--- config.mk ---
export PLATFORM = sky130hd
export DESIGN_NAME = tmds_rx_channel
export DESIGN_NICKNAME = d
export VERILOG_FILES = /design/src/rtl/tmds_rx_channel.sv
export SDC_FILE = /design/constraint.sdc
export NUM_CORES = 1
export LEC_CHECK = 0
export ABC_AREA = 1
export BUFFER_PORTS_ARGS = -buffer_cell sky130_fd_sc_hd__buf_2
export CORE_UTILIZATION = 50
export CTS_BUF_LIST = sky130_fd_sc_hd__clkbuf_8
export CTS_CLUSTER_SIZE = 24
export DETAILED_ROUTE_END_ITERATION = 16
export PLACE_DENSITY_LB_ADDON = 0.25
export SYNTH_ARGS = -nofsm -noshare
export SYNTH_HDL_FRONTEND = slang
export SYNTH_SLANG_ARGS = --single-unit
--- constraint.sdc ---
create_clock -name tmds_clk -period 2.5 [get_ports tmds_clk]
set_input_delay 0.125 -clock tmds_clk [delete_from_list [all_inputs] [get_ports tmds_clk]]
set_output_delay 0.125 -clock tmds_clk [all_outputs]
set_load 0.05 [all_outputs]
--- src/rtl/tmds_rx_channel.sv ---
`default_nettype none
// ============================================================================
//  Module   : tmds_rx_channel
//  Purpose  : Single TMDS receive channel. Deserialises a 1-bit TMDS stream
//             (LSB first), finds 10-bit word alignment by hunting for control
//             tokens, confirms it over LOCK_COUNT aligned tokens, then decodes
//             every aligned word into either a control token or a pixel byte.
//             Alignment is dropped after TIMEOUT_WORDS consecutive data words.
//  Ports    : tmds_clk   - bit clock, one TMDS bit per rising edge
//             resetn     - asynchronous active-low reset
//             in_tmds    - serial TMDS bit, synchronous to tmds_clk
//             out_valid  - one-cycle strobe for each decoded word
//             out_de     - 1 = data word, 0 = control token
//             out_data   - decoded pixel byte (0 for tokens)
//             out_c      - control bits {c1,c0} of the last token
//             out_locked - high while word alignment is held
//  Revision : 1.0 - initial release
// ============================================================================
module tmds_rx_channel #(
    parameter int LOCK_COUNT    = 8,
    parameter int TIMEOUT_WORDS = 4096
) (
    input  logic       tmds_clk,
    input  logic       resetn,
    input  logic       in_tmds,
    output logic       out_valid,
    output logic       out_de,
    output logic [7:0] out_data,
    output logic [1:0] out_c,
    output logic       out_locked
);

    localparam int MATCH_W = $clog2(LOCK_COUNT + 1);
    localparam int TO_W    = $clog2(TIMEOUT_WORDS + 1);

    localparam logic [MATCH_W-1:0] LOCK_COUNT_C    = MATCH_W'(LOCK_COUNT);
    localparam logic [TO_W-1:0]    TIMEOUT_WORDS_C = TO_W'(TIMEOUT_WORDS);
    localparam logic [3:0]         PHASE_LAST      = 4'd9;

    typedef enum logic [1:0] {
        SEARCH  = 2'd0,
        CONFIRM = 2'd1,
        LOCKED  = 2'd2
    } state_t;

    state_t             state_q,      state_d;
    logic [9:0]         sr_q,         sr_d;
    logic [3:0]         phase_q,      phase_d;
    logic [MATCH_W-1:0] match_cnt_q,  match_cnt_d;
    logic [TO_W-1:0]    timeout_q,    timeout_d;
    logic               out_valid_q,  out_valid_d;
    logic               out_de_q,     out_de_d;
    logic [7:0]         out_data_q,   out_data_d;
    logic [1:0]         out_c_q,      out_c_d;
    logic               out_locked_q, out_locked_d;

    logic               is_token;
    logic [1:0]         token_c;
    logic [7:0]         q_inv;
    logic [7:0]         dec_data;
    logic               boundary;
    logic [MATCH_W-1:0] match_inc;
    logic [TO_W-1:0]    timeout_inc;

    assign boundary    = (phase_q == PHASE_LAST);
    assign match_inc   = match_cnt_q + MATCH_W'(1);
    assign timeout_inc = timeout_q + TO_W'(1);

    // Control token recognition on the current shift-register contents.
    always_comb begin
        is_token = 1'b1;
        token_c  = 2'b00;
        case (sr_q)
            10'h354: token_c = 2'b00;
            10'h0AB: token_c = 2'b01;
            10'h154: token_c = 2'b10;
            10'h2AB: token_c = 2'b11;
            default: is_token = 1'b0;
        endcase
    end

    // TMDS data decode: undo the optional inversion (q[9]), then undo the
    // XOR (q[8]=1) or XNOR (q[8]=0) chain.
    always_comb begin
        q_inv       = sr_q[9] ? ~sr_q[7:0] : sr_q[7:0];
        dec_data    = 8'h00;
        dec_data[0] = q_inv[0];
        for (int i = 1; i < 8; i++) begin
            dec_data[i] = sr_q[8] ? (q_inv[i] ^ q_inv[i-1])
                                  : ~(q_inv[i] ^ q_inv[i-1]);
        end
    end

    always_comb begin
        // New bit enters at the top so sr[0] is always the oldest bit.
        sr_d        = {in_tmds, sr_q[9:1]};
        phase_d     = boundary ? 4'd0 : (phase_q + 4'd1);
        state_d     = state_q;
        match_cnt_d = match_cnt_q;
        timeout_d   = timeout_q;
        out_valid_d = 1'b0;
        out_de_d    = out_de_q;
        out_data_d  = out_data_q;
        out_c_d     = out_c_q;

        case (state_q)
            SEARCH: begin
                timeout_d   = '0;
                match_cnt_d = '0;
                // Any token seen here defines the word phase: the next
                // complete word lands in sr ten cycles later (phase 9).
                if (is_token) begin
                    phase_d     = 4'd0;
                    match_cnt_d = MATCH_W'(1);
                    state_d     = (LOCK_COUNT <= 1) ? LOCKED : CONFIRM;
                end
            end

            CONFIRM: begin
                if (boundary) begin
                    if (is_token) begin
                        match_cnt_d = match_inc;
                        if (match_inc >= LOCK_COUNT_C) begin
                            state_d = LOCKED;
                        end
                    end else begin
                        match_cnt_d = '0;
                        state_d     = SEARCH;
                    end
                end
            end

            LOCKED: begin
                if (boundary) begin
                    if (is_token) begin
                        // A token always clears the timeout, even on the
                        // word that would otherwise have expired it.
                        timeout_d   = '0;
                        out_valid_d = 1'b1;
                        out_de_d    = 1'b0;
                        out_data_d  = 8'h00;
                        out_c_d     = token_c;
                    end else if (timeout_inc >= TIMEOUT_WORDS_C) begin
                        // The expiring word is dropped, not emitted.
                        timeout_d   = '0;
                        match_cnt_d = '0;
                        state_d     = SEARCH;
                    end else begin
                        timeout_d   = timeout_inc;
                        out_valid_d = 1'b1;
                        out_de_d    = 1'b1;
                        out_data_d  = dec_data;
                    end
                end
            end

            default: begin
                state_d = SEARCH;
            end
        endcase

        out_locked_d = (state_d == LOCKED);
    end

    always_ff @(posedge tmds_clk or negedge resetn) begin
        if (!resetn) begin
            state_q      <= SEARCH;
            sr_q         <= '0;
            phase_q      <= '0;
            match_cnt_q  <= '0;
            timeout_q    <= '0;
            out_valid_q  <= 1'b0;
            out_de_q     <= 1'b0;
            out_data_q   <= 8'h00;
            out_c_q      <= 2'b00;
            out_locked_q <= 1'b0;
        end else begin
            state_q      <= state_d;
            sr_q         <= sr_d;
            phase_q      <= phase_d;
            match_cnt_q  <= match_cnt_d;
            timeout_q    <= timeout_d;
            out_valid_q  <= out_valid_d;
            out_de_q     <= out_de_d;
            out_data_q   <= out_data_d;
            out_c_q      <= out_c_d;
            out_locked_q <= out_locked_d;
        end
    end

    assign out_valid  = out_valid_q;
    assign out_de     = out_de_q;
    assign out_data   = out_data_q;
    assign out_c      = out_c_q;
    assign out_locked = out_locked_q;

endmodule
`default_nettype wire

==> results.toml <==
[status]
run_status = "finished with violations"
violations = "hold timing"

[detailed_routing]
vias = 1756
drt_iter0_markers = 110
wl_per_cell_um = 11.7
firstDrtPassIters = 4
dr_wl_met3_um = 120
met2_length_mm = 1.83
drt-met1-wl_mm = 2.07
drc = 0
drt_wl_total_mm = 4.09
viasPerCell = 5.02
highest_layer = "met4"
ant_nets = 0

[layout]
drive_above_1_share = 0.171
antenna_cells = 0
syn_to_final_growth_pct = 10.1
nFillCells = 377
multiInputGateArea_um2 = 1120
nNetsFinal = 311
ff_latch_area_um2 = 1150

[timing]
worst_slew_pin_slew_ps = 1000
worst_slack_ps = 666
min_period_over_period = 0.733
max_freq_mhz = 545
hold_viol = 28
maxSlewViolCount = 0
finalSetupTns_ps = 0
rsz0062_at_grt = "no"
setup_viol = 0
hold_slack_ps = -13.9
slew_headroom = 0.332
final.min_clock_period_ps = 1830
skew_ps = 5.69

[global_routing]
overflow = 0
grt_pass1_wl_mm = 7.47
grt_pass1_vias = 1742
grt_max_degree = 47
gr-usage-all-layers = 0.187
antenna_found_initial = 0

[clock_network]
cts.sinks = 46
cts-buffers-inserted = 5
clk_latency_ps = 300
post_cts_buffers = 0
cts_root_buf = "clkbuf_8"
cts_tree = "yes"
clk_pin_slew_ps = 90
holdBufCountCts = 1
cts-resized-gates = 0
clock_path_buffers = 2
htree_levels = 2

[critical_path]
endpoint = "timeout_q[1]"
slowest_delay_ps = 430
crit_buf_inv = 2
cp.arrival_ps = 2060
r2r_slack_ps = 670
crit_path_end_kind = "flop"
cp_common_cell = "inv_1"
r2r_start = "state_q[0]"
reg2regPathDepth = 7
cp-startpoint = "state_q[0]"
slowest_stage = "dfrtp_1"
crit_cells = 7
cp_data_required_time_ps = 2720
crit_family = "compound AO/OA/AOI/OAI gates"
worstReg2RegEnd = "timeout_q[1]"
worstSetupPathType = "flop to flop"
start_kind = "flop"
crit_fanout = 7
crit_chain = "inv_1 > ha_1 > o21ai_2 > inv_1 > nor2_1 > nand2_1 > o21ai_0"

[yosys]
syn_avg_cell_area_um2 = 8.79
netlist_instances = 275
synthDistinctLibCells = 29
yosys_warnings = 0
synthesis.area_um2 = 2420
synth.net_count = 289
synth-seq-cells = 46
yosysSeqAreaShare = 0.476

[die]
dieHeight_um = 71.6
initial_core_util = 0.537
ios = 16
die_w_um = 71.6
std_cell_rows = 24
die-area_um2 = 5120
core_area_um2 = 4500

[pwr]
powerDensity_nw_per_um2 = 596
leakage_nw = 1.30
total_power_mw = 1.59
peakVddDrop_mv = 0.527

[min_path]
hold_class = "input port to async pin"

[place]
hpwlAfterDp_mm = 3.00
port_buffers = 15
place.gp.congestion = 0.833
post-place-ws_ps = 672

[run]
cap_violations = 0
## stage by stage
step / area (um^2) / hold WS [ps] / cells / util
2_1_floorplan: 2420 / -171 / 275 / -
3_5_place_dp: 2540 / 235 / 341 / 0.565
4_1_cts: 2660 / 25.4 / 350 / 0.591
5_1_grt: 2660 / 81.9 / 350 / 0.591
3_3_place_gp: 2540 / 233 / 341 / 0.565
6_report: 2660 / -13.9 / 350 / 0.591
## worst min path at each step
stage / slack, ps / to / cells past startpoint / startpoint
after detailed placement: 230 / sr_q[9] / 1 / in_tmds
after global routing: 80 / out_data[6] / 1 / resetn
after global placement: 230 / sr_q[9] / 1 / in_tmds
after CTS: 30 / out_data[5] / 1 / resetn
after floorplan: -170 / match_cnt_q[0] / 0 / resetn
final: -10 / out_data[5] / 1 / resetn
## area by class of cell
class,instances,area share
clock buffers,5,0.0258
clock inverters,3,0.0155
inverters,33,0.0465
multi-input cells,194,0.421
flip-flops and latches,46,0.432
well taps,52,0.0244
repair buffers,17,0.0348
## cells in the mapped netlist, drive strengths merged
library cell | count | share of area
nor3b | 1 | 0.0031
nand4 | 4 | 0.010
buf | 2 | 0.0093
o32ai | 1 | 0.0036
nand3 | 22 | 0.057
a21oi | 4 | 0.0083
xor2 | 13 | 0.047
o21ai | 15 | 0.037
nor3 | 3 | 0.0062
ha | 11 | 0.057
nor2 | 33 | 0.056
nand2 | 73 | 0.13
and3 | 1 | 0.0026
o22ai | 4 | 0.010
xnor2 | 5 | 0.018
dfrtp | 46 | 0.48
o21bai | 3 | 0.014
inv | 33 | 0.051
a31o | 1 | 0.0036
## kinds of logic after synthesis
group / share of synthesized area
adders and majority gates: 0.0569
and+or+nand+nor: 0.264
AOI/OAI and AO/OA: 0.0771
xor gates and xnor gates: 0.0652
buffers and inverters: 0.0605
DFF: 0.476
## power breakdown
group	switching (mW)	internal (mW)	total, mW
combinational	0.151	0.0832	0.234
sequential	0.0305	0.781	0.812
clock	0.248	0.294	0.543
## state kept, by name, indices dropped and copies added (netlist names)
| register | count |
|---|---|
| timeout_q | 13 |
| out_valid | 1 |
| out_de | 1 |
| sr_q | 10 |
| out_locked | 1 |
| state_q | 2 |
| phase_q | 4 |
| out_data | 8 |
| match_cnt_q | 4 |
| out_c | 2 |
## cells in the final DEF, fill, tap and decap left out
master and n:
a21oi_1 4, a31o_2 1, and3_1 1, buf_2 15, buf_4 1, bufinv_16 1
clkbuf_8 5, clkinvlp_4 1, dfrtp_1 46, dlygate4sd3_1 1, ha_1 11, inv_1 30
inv_2 4, nand2_1 62, nand2_2 9, nand2_4 2, nand3_1 18, nand3_2 3
nand3_4 1, nand4_1 4, nor2_1 30, nor2_2 2, nor2_4 1, nor3_1 3
nor3b_1 1, o21ai_0 3, o21ai_1 8, o21ai_2 4, o21bai_1 2, o21bai_4 1
o22ai_1 4, o32ai_1 1, xnor2_1 5, xor2_1 13
## metal layers
| layer | GRT usage | vias up |
|---|---|---|
| met5 | 0 | - |
| met4 | 0.0763 | 0 |
| met3 | 0.0380 | 8 |
| met2 | 0.298 | 27 |
| met1 | 0.252 | 798 |
| li1 | - | 923 |
No activity file was read; power rests on OpenSTA's default activity.
